===== config.mk =====
export PLATFORM = sky130hd
export DESIGN_NAME = irda_fir_rx_framer
export DESIGN_NICKNAME = d
export VERILOG_FILES = /design/src/rtl/irda_fir_pkg.sv /design/src/rtl/irda_crc32_ser.sv /design/src/rtl/irda_fir_rx_framer.sv
export SDC_FILE = /design/constraint.sdc
export NUM_CORES = 1
export LEC_CHECK = 0
export ABC_CLOCK_PERIOD_IN_PS = 3700
export BUFFER_PORTS_ARGS = -buffer_cell sky130_fd_sc_hd__clkbuf_2
export CAP_MARGIN = 10
export CORE_AREA = 2 2 125 127
export CTS_CLUSTER_SIZE = 14
export DETAILED_ROUTE_END_ITERATION = 16
export DIE_AREA = 0 0 127 129
export GPL_TIMING_DRIVEN = 0
export PLACE_DENSITY = 0.68
export SLEW_MARGIN = 20
export SYNTH_ARGS = -nofsm -noshare
export SYNTH_HDL_FRONTEND = slang
export SYNTH_SLANG_ARGS = --single-unit

===== constraint.sdc =====
create_clock -name clk -period 3.7 [get_ports clk]
set_clock_uncertainty 0.15 [all_clocks]
set_input_delay 0.37 -clock clk [delete_from_list [all_inputs] [get_ports clk]]
set_output_delay 0.37 -clock clk [all_outputs]
set_load 0.02 [all_outputs]

===== src/rtl/irda_fir_pkg.sv =====
// Shared definitions for the IrDA FIR receive framer: state encoding, CRC-32
// constants and the serial CRC step.
package irda_fir_pkg;

  typedef enum logic [2:0] {
    ST_IDLE  = 3'd0,
    ST_PA    = 3'd1,
    ST_SKIP  = 3'd2,
    ST_DATA  = 3'd3,
    ST_CHECK = 3'd4
  } state_t;

  localparam logic [31:0] CRC_POLY        = 32'h04C11DB7;
  localparam logic [31:0] CRC_INIT        = 32'hFFFF_FFFF;
  localparam logic [31:0] CRC_RESIDUE_DEF = 32'hC704_DD7B;
  localparam int          STA_SKIP_DEF    = 18;

  // Shift-left form fed LSB-first: the register holds the bit-reverse of the
  // usual reflected CRC, which is why the good-frame residue reads C704DD7B.
  function automatic logic [31:0] crc32_step(input logic [31:0] crc, input logic din);
    return {crc[30:0], 1'b0} ^ ((crc[31] ^ din) ? CRC_POLY : 32'h0);
  endfunction

endpackage


===== src/rtl/irda_crc32_ser.sv =====
// Bit-serial CRC-32 accumulator; clr preloads the init value, en absorbs one bit.
module irda_crc32_ser
  import irda_fir_pkg::*;
(
  input  logic        clk,
  input  logic        wb_rst_n_i,
  input  logic        clr,
  input  logic        en,
  input  logic        din,
  output logic [31:0] crc_o
);

  // NOTE: sequential state uses non-blocking assignments so every register
  // samples pre-edge values, independent of block ordering.
  always_ff @(posedge clk or negedge wb_rst_n_i) begin
    if (!wb_rst_n_i) begin
      crc_o <= '0;
    end else if (clr) begin
      crc_o <= CRC_INIT;
    end else if (en) begin
      crc_o <= crc32_step(crc_o, din);
    end
  end

endmodule


===== src/rtl/irda_fir_rx_framer.sv =====
// IrDA FIR receive framer: tracks preamble/start/stop flags, packs decoded bits
// into words on a valid/ready port and reports CRC, length, overrun and abort.
module irda_fir_rx_framer
  import irda_fir_pkg::*;
#(
  parameter int          WORD_W      = 32,
  parameter int          LEN_W       = 19,
  parameter int          STA_SKIP    = STA_SKIP_DEF,
  parameter logic [31:0] CRC_RESIDUE = CRC_RESIDUE_DEF
) (
  input  logic                        clk,
  input  logic                        wb_rst_n_i,
  input  logic                        rx_en,
  input  logic                        rx_restart,
  input  logic                        pa_det,
  input  logic                        sta_det,
  input  logic                        sto_det,
  input  logic                        rx_bit,
  input  logic                        rx_abort,
  output logic [WORD_W-1:0]           word_o,
  output logic                        word_valid_o,
  input  logic                        word_ready_i,
  output logic                        word_last_o,
  output logic [$clog2(WORD_W/8):0]   word_nbytes_o,
  output logic                        frame_done_o,
  output logic                        crc_err_o,
  output logic                        len_err_o,
  output logic                        ovr_err_o,
  output logic                        abort_o,
  output logic [LEN_W-4:0]            byte_cnt_o
);

  localparam int AW     = $clog2(WORD_W);
  localparam int NB_W   = $clog2(WORD_W / 8) + 1;
  localparam int SKIP_W = (STA_SKIP < 1) ? 1 : $clog2(STA_SKIP + 1);

  state_t              state;
  logic [LEN_W-1:0]    bitcount;
  logic [SKIP_W-1:0]   skip_cnt;
  logic [WORD_W-1:0]   asm_q;
  logic [WORD_W-1:0]   asm_set;
  logic [AW-1:0]       pos;
  logic                bit_sat;
  logic                word_full;
  logic                data_tick;
  logic                emit_now;
  logic [WORD_W-1:0]   emit_word;
  logic [NB_W-1:0]     emit_nb;
  logic                emit_last;
  logic                can_load;
  logic                crc_clr;
  logic                crc_en;
  logic [31:0]         crc;

  assign pos        = bitcount[AW-1:0];
  assign bit_sat    = &bitcount;
  assign word_full  = &pos;
  assign can_load   = !word_valid_o || word_ready_i;
  assign byte_cnt_o = bitcount[LEN_W-1:3];

  // A bit is absorbed only on a clean DATA tick; the stop-flag tick carries no data.
  assign data_tick = rx_en && !rx_restart && !rx_abort && (state == ST_DATA)
                     && !sto_det && !bit_sat;
  assign crc_en    = data_tick;
  assign crc_clr   = rx_en && !rx_restart && (state == ST_IDLE) && pa_det;

  irda_crc32_ser u_crc (
    .clk        (clk),
    .wb_rst_n_i (wb_rst_n_i),
    .clr        (crc_clr),
    .en         (crc_en),
    .din        (rx_bit),
    .crc_o      (crc)
  );

  // NOTE: every always_comb output gets a default first so no path leaves a
  // value unassigned and no latch is inferred.
  always_comb begin
    asm_set      = asm_q;
    asm_set[pos] = rx_bit;
    emit_now     = 1'b0;
    emit_word    = asm_set;
    emit_nb      = NB_W'(WORD_W / 8);
    emit_last    = 1'b0;
    if (data_tick && word_full) begin
      emit_now = 1'b1;
    end else if (rx_en && !rx_restart && !rx_abort && state == ST_CHECK) begin
      emit_now  = 1'b1;
      emit_word = asm_q;
      emit_nb   = NB_W'(pos >> 3);
      emit_last = 1'b1;
    end
  end

  // NOTE: the assembly register is reset like any other flop; it is a single
  // word, not a storage array, so reset costs nothing and keeps word_o clean.
  always_ff @(posedge clk or negedge wb_rst_n_i) begin
    if (!wb_rst_n_i) begin
      state         <= ST_IDLE;
      bitcount      <= '0;
      skip_cnt      <= '0;
      asm_q         <= '0;
      word_o        <= '0;
      word_valid_o  <= 1'b0;
      word_last_o   <= 1'b0;
      word_nbytes_o <= '0;
      frame_done_o  <= 1'b0;
      crc_err_o     <= 1'b0;
      len_err_o     <= 1'b0;
      ovr_err_o     <= 1'b0;
      abort_o       <= 1'b0;
    end else begin
      frame_done_o <= 1'b0;
      if (word_valid_o && word_ready_i) begin
        word_valid_o <= 1'b0;
      end

      // A fresh word overrides the handshake drop above; a busy port drops it.
      if (emit_now) begin
        if (can_load) begin
          word_o        <= emit_word;
          word_nbytes_o <= emit_nb;
          word_last_o   <= emit_last;
          word_valid_o  <= 1'b1;
        end else begin
          ovr_err_o <= 1'b1;
        end
      end

      if (rx_restart) begin
        state        <= ST_IDLE;
        asm_q        <= '0;
        word_valid_o <= 1'b0;
        bitcount     <= '0;
        skip_cnt     <= '0;
        crc_err_o    <= 1'b0;
        len_err_o    <= 1'b0;
        ovr_err_o    <= 1'b0;
        abort_o      <= 1'b0;
      end else if (rx_en) begin
        if (state != ST_IDLE && rx_abort) begin
          state   <= ST_IDLE;
          abort_o <= 1'b1;
          asm_q   <= '0;
        end else begin
          unique case (state)
            ST_IDLE: begin
              if (pa_det) begin
                state     <= ST_PA;
                bitcount  <= '0;
                asm_q     <= '0;
                crc_err_o <= 1'b0;
                len_err_o <= 1'b0;
                ovr_err_o <= 1'b0;
                abort_o   <= 1'b0;
              end
            end
            ST_PA: begin
              if (sta_det) begin
                state    <= ST_SKIP;
                skip_cnt <= SKIP_W'(STA_SKIP);
              end
            end
            ST_SKIP: begin
              if (skip_cnt == '0) state <= ST_DATA;
              else                skip_cnt <= skip_cnt - 1'b1;
            end
            ST_DATA: begin
              if (sto_det) begin
                state <= ST_CHECK;
              end else if (!bit_sat) begin
                bitcount <= bitcount + 1'b1;
                asm_q    <= word_full ? '0 : asm_set;
              end
            end
            ST_CHECK: begin
              if (crc != CRC_RESIDUE) crc_err_o <= 1'b1;
              if ((bitcount[2:0] != 3'd0) || (bitcount < LEN_W'(32)) || bit_sat) begin
                len_err_o <= 1'b1;
              end
              asm_q        <= '0;
              frame_done_o <= 1'b1;
              state        <= ST_IDLE;
            end
            default: state <= ST_IDLE;
          endcase
        end
      end
    end
  end

endmodule


==> metrics.txt <==
status=completed; fin. max-slew vios=0; area grow syn2layout=17.5%; Post-Synthesis Net Count=approximately 840; Crit Path Class=reg2reg; power density over the cells=449 mW/mm2; all-layer global routing usage=about a quarter; Worst-path clk slew=60 ps; antenna fix cells=0; Die Wd=approximately 130 um; CTS H-tree depth=4; placed cells=1073; number of setup buffers added after CTS=0; Die ar.=0.0164 mm2; Post-Syn Area per Cell=about 9.0 um2; antenna viol nets, final=0; Arr. time, crit path=roughly 3800 ps; non-filler cells, final=1105; design area=0.00866 mm2; Primary FF master, synth=dfrtp_1; Ys Warns=0; startpoint types=flop; crit-path max FO=10; remaining global-route overflow=0; Iteration-0 DRC Markers=575; element type at the critical path end=flop; register area share after synthesis=between 40 and 50%; Root Buffer=clkbuf_16; Final Wtd Congestion=0.915; Hold Path Class=in2reg; FF+latch count, synth=133; clock latency at the later pin of the worst-skew pair=430 ps; Initial Utilization=49.2%; top post-synthesis cells by area=dfrtp_1 45%, o21ai_0 5.9%, nand2_1 4.8%; I/O Buffers=66; Die Y=129 um; clk buf depth=2; Yosys top cell area share=45.2%; Leakage=3.83 nW; critical path required time=3860 ps; Ports=a little under 70; layout cells sized above 1=18.0%; Fmax=about 280 MHz; vias in the first global route=6383; largest net degree at the start of global routing=69; Post-synth EDFFs=0; Worst-Margin Slew=around 880 ps; relative max-transition margin=between 40% and 50%; post-synthesis async set-or-reset flop share=100%; DRC=0; Synth Instances=818; initial antenna violation count=0; wire length per cell=roughly 19 um; final hold vios=0; routed vias=around 6800; CTS tree=yes; area of placed instances=0.00797 mm2; RSZ-0062 raised after global routing=false; Rows=between 40 and 50; Max Cap Viol=0; Worst VDD drop=0.357 mV; Core ar.=about 0.015 mm2; CTS Buf Count=17; drt first pass iters=5; synthesized cell area=0.00737 mm2; drt total wl=21200 um; filler cell count in the final layout=~1400; Distinct cells, synth=67; nets=921; crit path time final=around 3600 ps; TritonCTS Sinks=133; Tcrit/Tclk final=97.6%; Detail Placement HPWL=14500 um; Vias/cell=6.13; Final setup viols=0; area leader, netlist=dfrtp_1; global-route wire length before repair=between 30000 and 40000 um
-- routing by layer --
layer / up-vias / part of all wire (%) / track usage, %
met1: 3296 / 45 / 36.9
met4: 0 / 2.5 / 10.9
li1: 3168 / - / -
met3: 49 / 6.3 / 5.24
met5: - / 0 / 0
met2: 256 / 47 / 41.5
-- repair_timing --
item                                    in CTS  in global routing
hold buffers                                 1                  0
endpoints found under the setup margin      34                 31
endpoints found under the hold margin       65                  0
gates resized for setup                      1                  3
-- worst max-delay path, cell delays in order, from the launching register on --
cell and delay [ps]:
dfrtp_1 320, clkbuf_2 190, clkbuf_1 400, clkbuf_2 360, and3_1 210, ha_1 130, clkbuf_1 340, and2_2 420
o211ai_2 220, buf_2 270, and3_1 210, a221o_1 260
-- registers in the layout (all words and copies together) (netlist names) --
name / count
ovr_err_o: 1
len_err_o: 1
state: 3
word_last_o: 1
bitcount: 19
crc_err_o: 1
word_o: 32
word_valid_o: 1
frame_done_o: 1
word_nbytes_o: 3
asm_q: 32
u_crc.crc_o: 32
abort_o: 1
skip_cnt: 5
-- Yosys cell counts, types with 11 or more instances --
cell      count
buf_2        14
buf_4        17
o21a_1       38
o21ai_0      87
nor2_1       27
xnor2_1      13
nand3_1      41
nor2b_1      13
a21oi_1      35
nand2_1      94
inv_1        20
o211ai_1     15
a31oi_1      15
a31o_2       16
clkbuf_1     51
nand4_1      11
dfrtp_1     133
a221o_1      31
nor3_1       37
-- layout by cell type (no fill, tap or decap), types with 5 or more instances in the layout --
| cell type | n |
|---|---|
| a221o_1 | 31 |
| ha_1 | 7 |
| nand2_1 | 94 |
| xnor2_1 | 13 |
| o31ai_1 | 7 |
| o211ai_1 | 15 |
| nand3_1 | 41 |
| nor2_1 | 27 |
| or3_1 | 8 |
| nand4_1 | 11 |
| o21ai_0 | 87 |
| a31o_2 | 16 |
| bufinv_16 | 5 |
| nor2b_1 | 13 |
| nor4_1 | 6 |
| clkbuf_1 | 51 |
| nor3_1 | 37 |
| clkbuf_8 | 7 |
| clkbuf_16 | 17 |
| buf_2 | 14 |
| clkbuf_2 | 71 |
| o21a_1 | 38 |
| buf_4 | 17 |
| a31oi_1 | 15 |
| a21oi_1 | 35 |
| dfrtp_1 | 133 |
| inv_1 | 20 |
-- through the flow --
stage / util, % / total power, mW / hold WS [ps] / setup slack (ps) / setup TNS (ps)
floorplan: - / 1.84 / -75.6 / 730 / 0
detailed placement: 53.2 / 1.97 / 247 / -288 / -6400
global route: 57.8 / 4.02 / 250 / 14.6 / 0
global placement: 53.0 / 1.96 / 312 / -297 / -21950
finish: 57.8 / 3.89 / 175 / 88.2 / 0
CTS: 57.8 / 3.90 / 169 / 52.3 / 0
-- logic make-up (layout without fill, tap and decap cells) --
kind of cell / after synthesis / count (layout) / share of synthesized area [%]
DFF: 133 / 133 / 45.2
xor gates and xnor gates: 14 / 14 / 1.66
adders and majority gates: 7 / 7 / 1.19
and+or+nand+nor: 276 / 276 / 19.2
buffers and inverters: 110 / 209 / 6.88
muxes: 5 / 5 / 0.696
AOI/OAI and AO/OA: 273 / 273 / 25.2
-- cell type report --
class	count	area [um2]	area share, %
multi-input cells	575	3530	40.8
flip-flops and latches	133	3330	38.4
clock buffers	25	515	5.95
plain buffers	89	430	4.97
repair buffers	68	377	4.35
well taps	188	235	2.72
clock inverters	7	164	1.89
inverters	20	75.1	0.867
-- report_power, final --
| part | internal [mW] | total [mW] | switching (mW) |
|---|---|---|---|
| logic | 0.136 | 0.373 | 0.236 |
| registers | 1.52 | 1.58 | 0.0574 |
| clock network | 1.30 | 1.94 | 0.638 |
| total | 2.96 | 3.89 | 0.932 |
-- final timing paths --
kind / startpoint / end / cells past startpoint / slack (ps)
max: bitcount[2] / word_o[31] / 11 / 90
min: rx_en / abort_o / 3 / 170
max reg2reg: bitcount[2] / word_o[31] / 11 / 90
min reg2reg: word_last_o / word_last_o / 2 / 340
max in group asynchronous: wb_rst_n_i / crc_err_o / 3 / 2320
min in group asynchronous: wb_rst_n_i / word_last_o / 2 / 340
No activity file was read; power rests on OpenSTA's default activity.
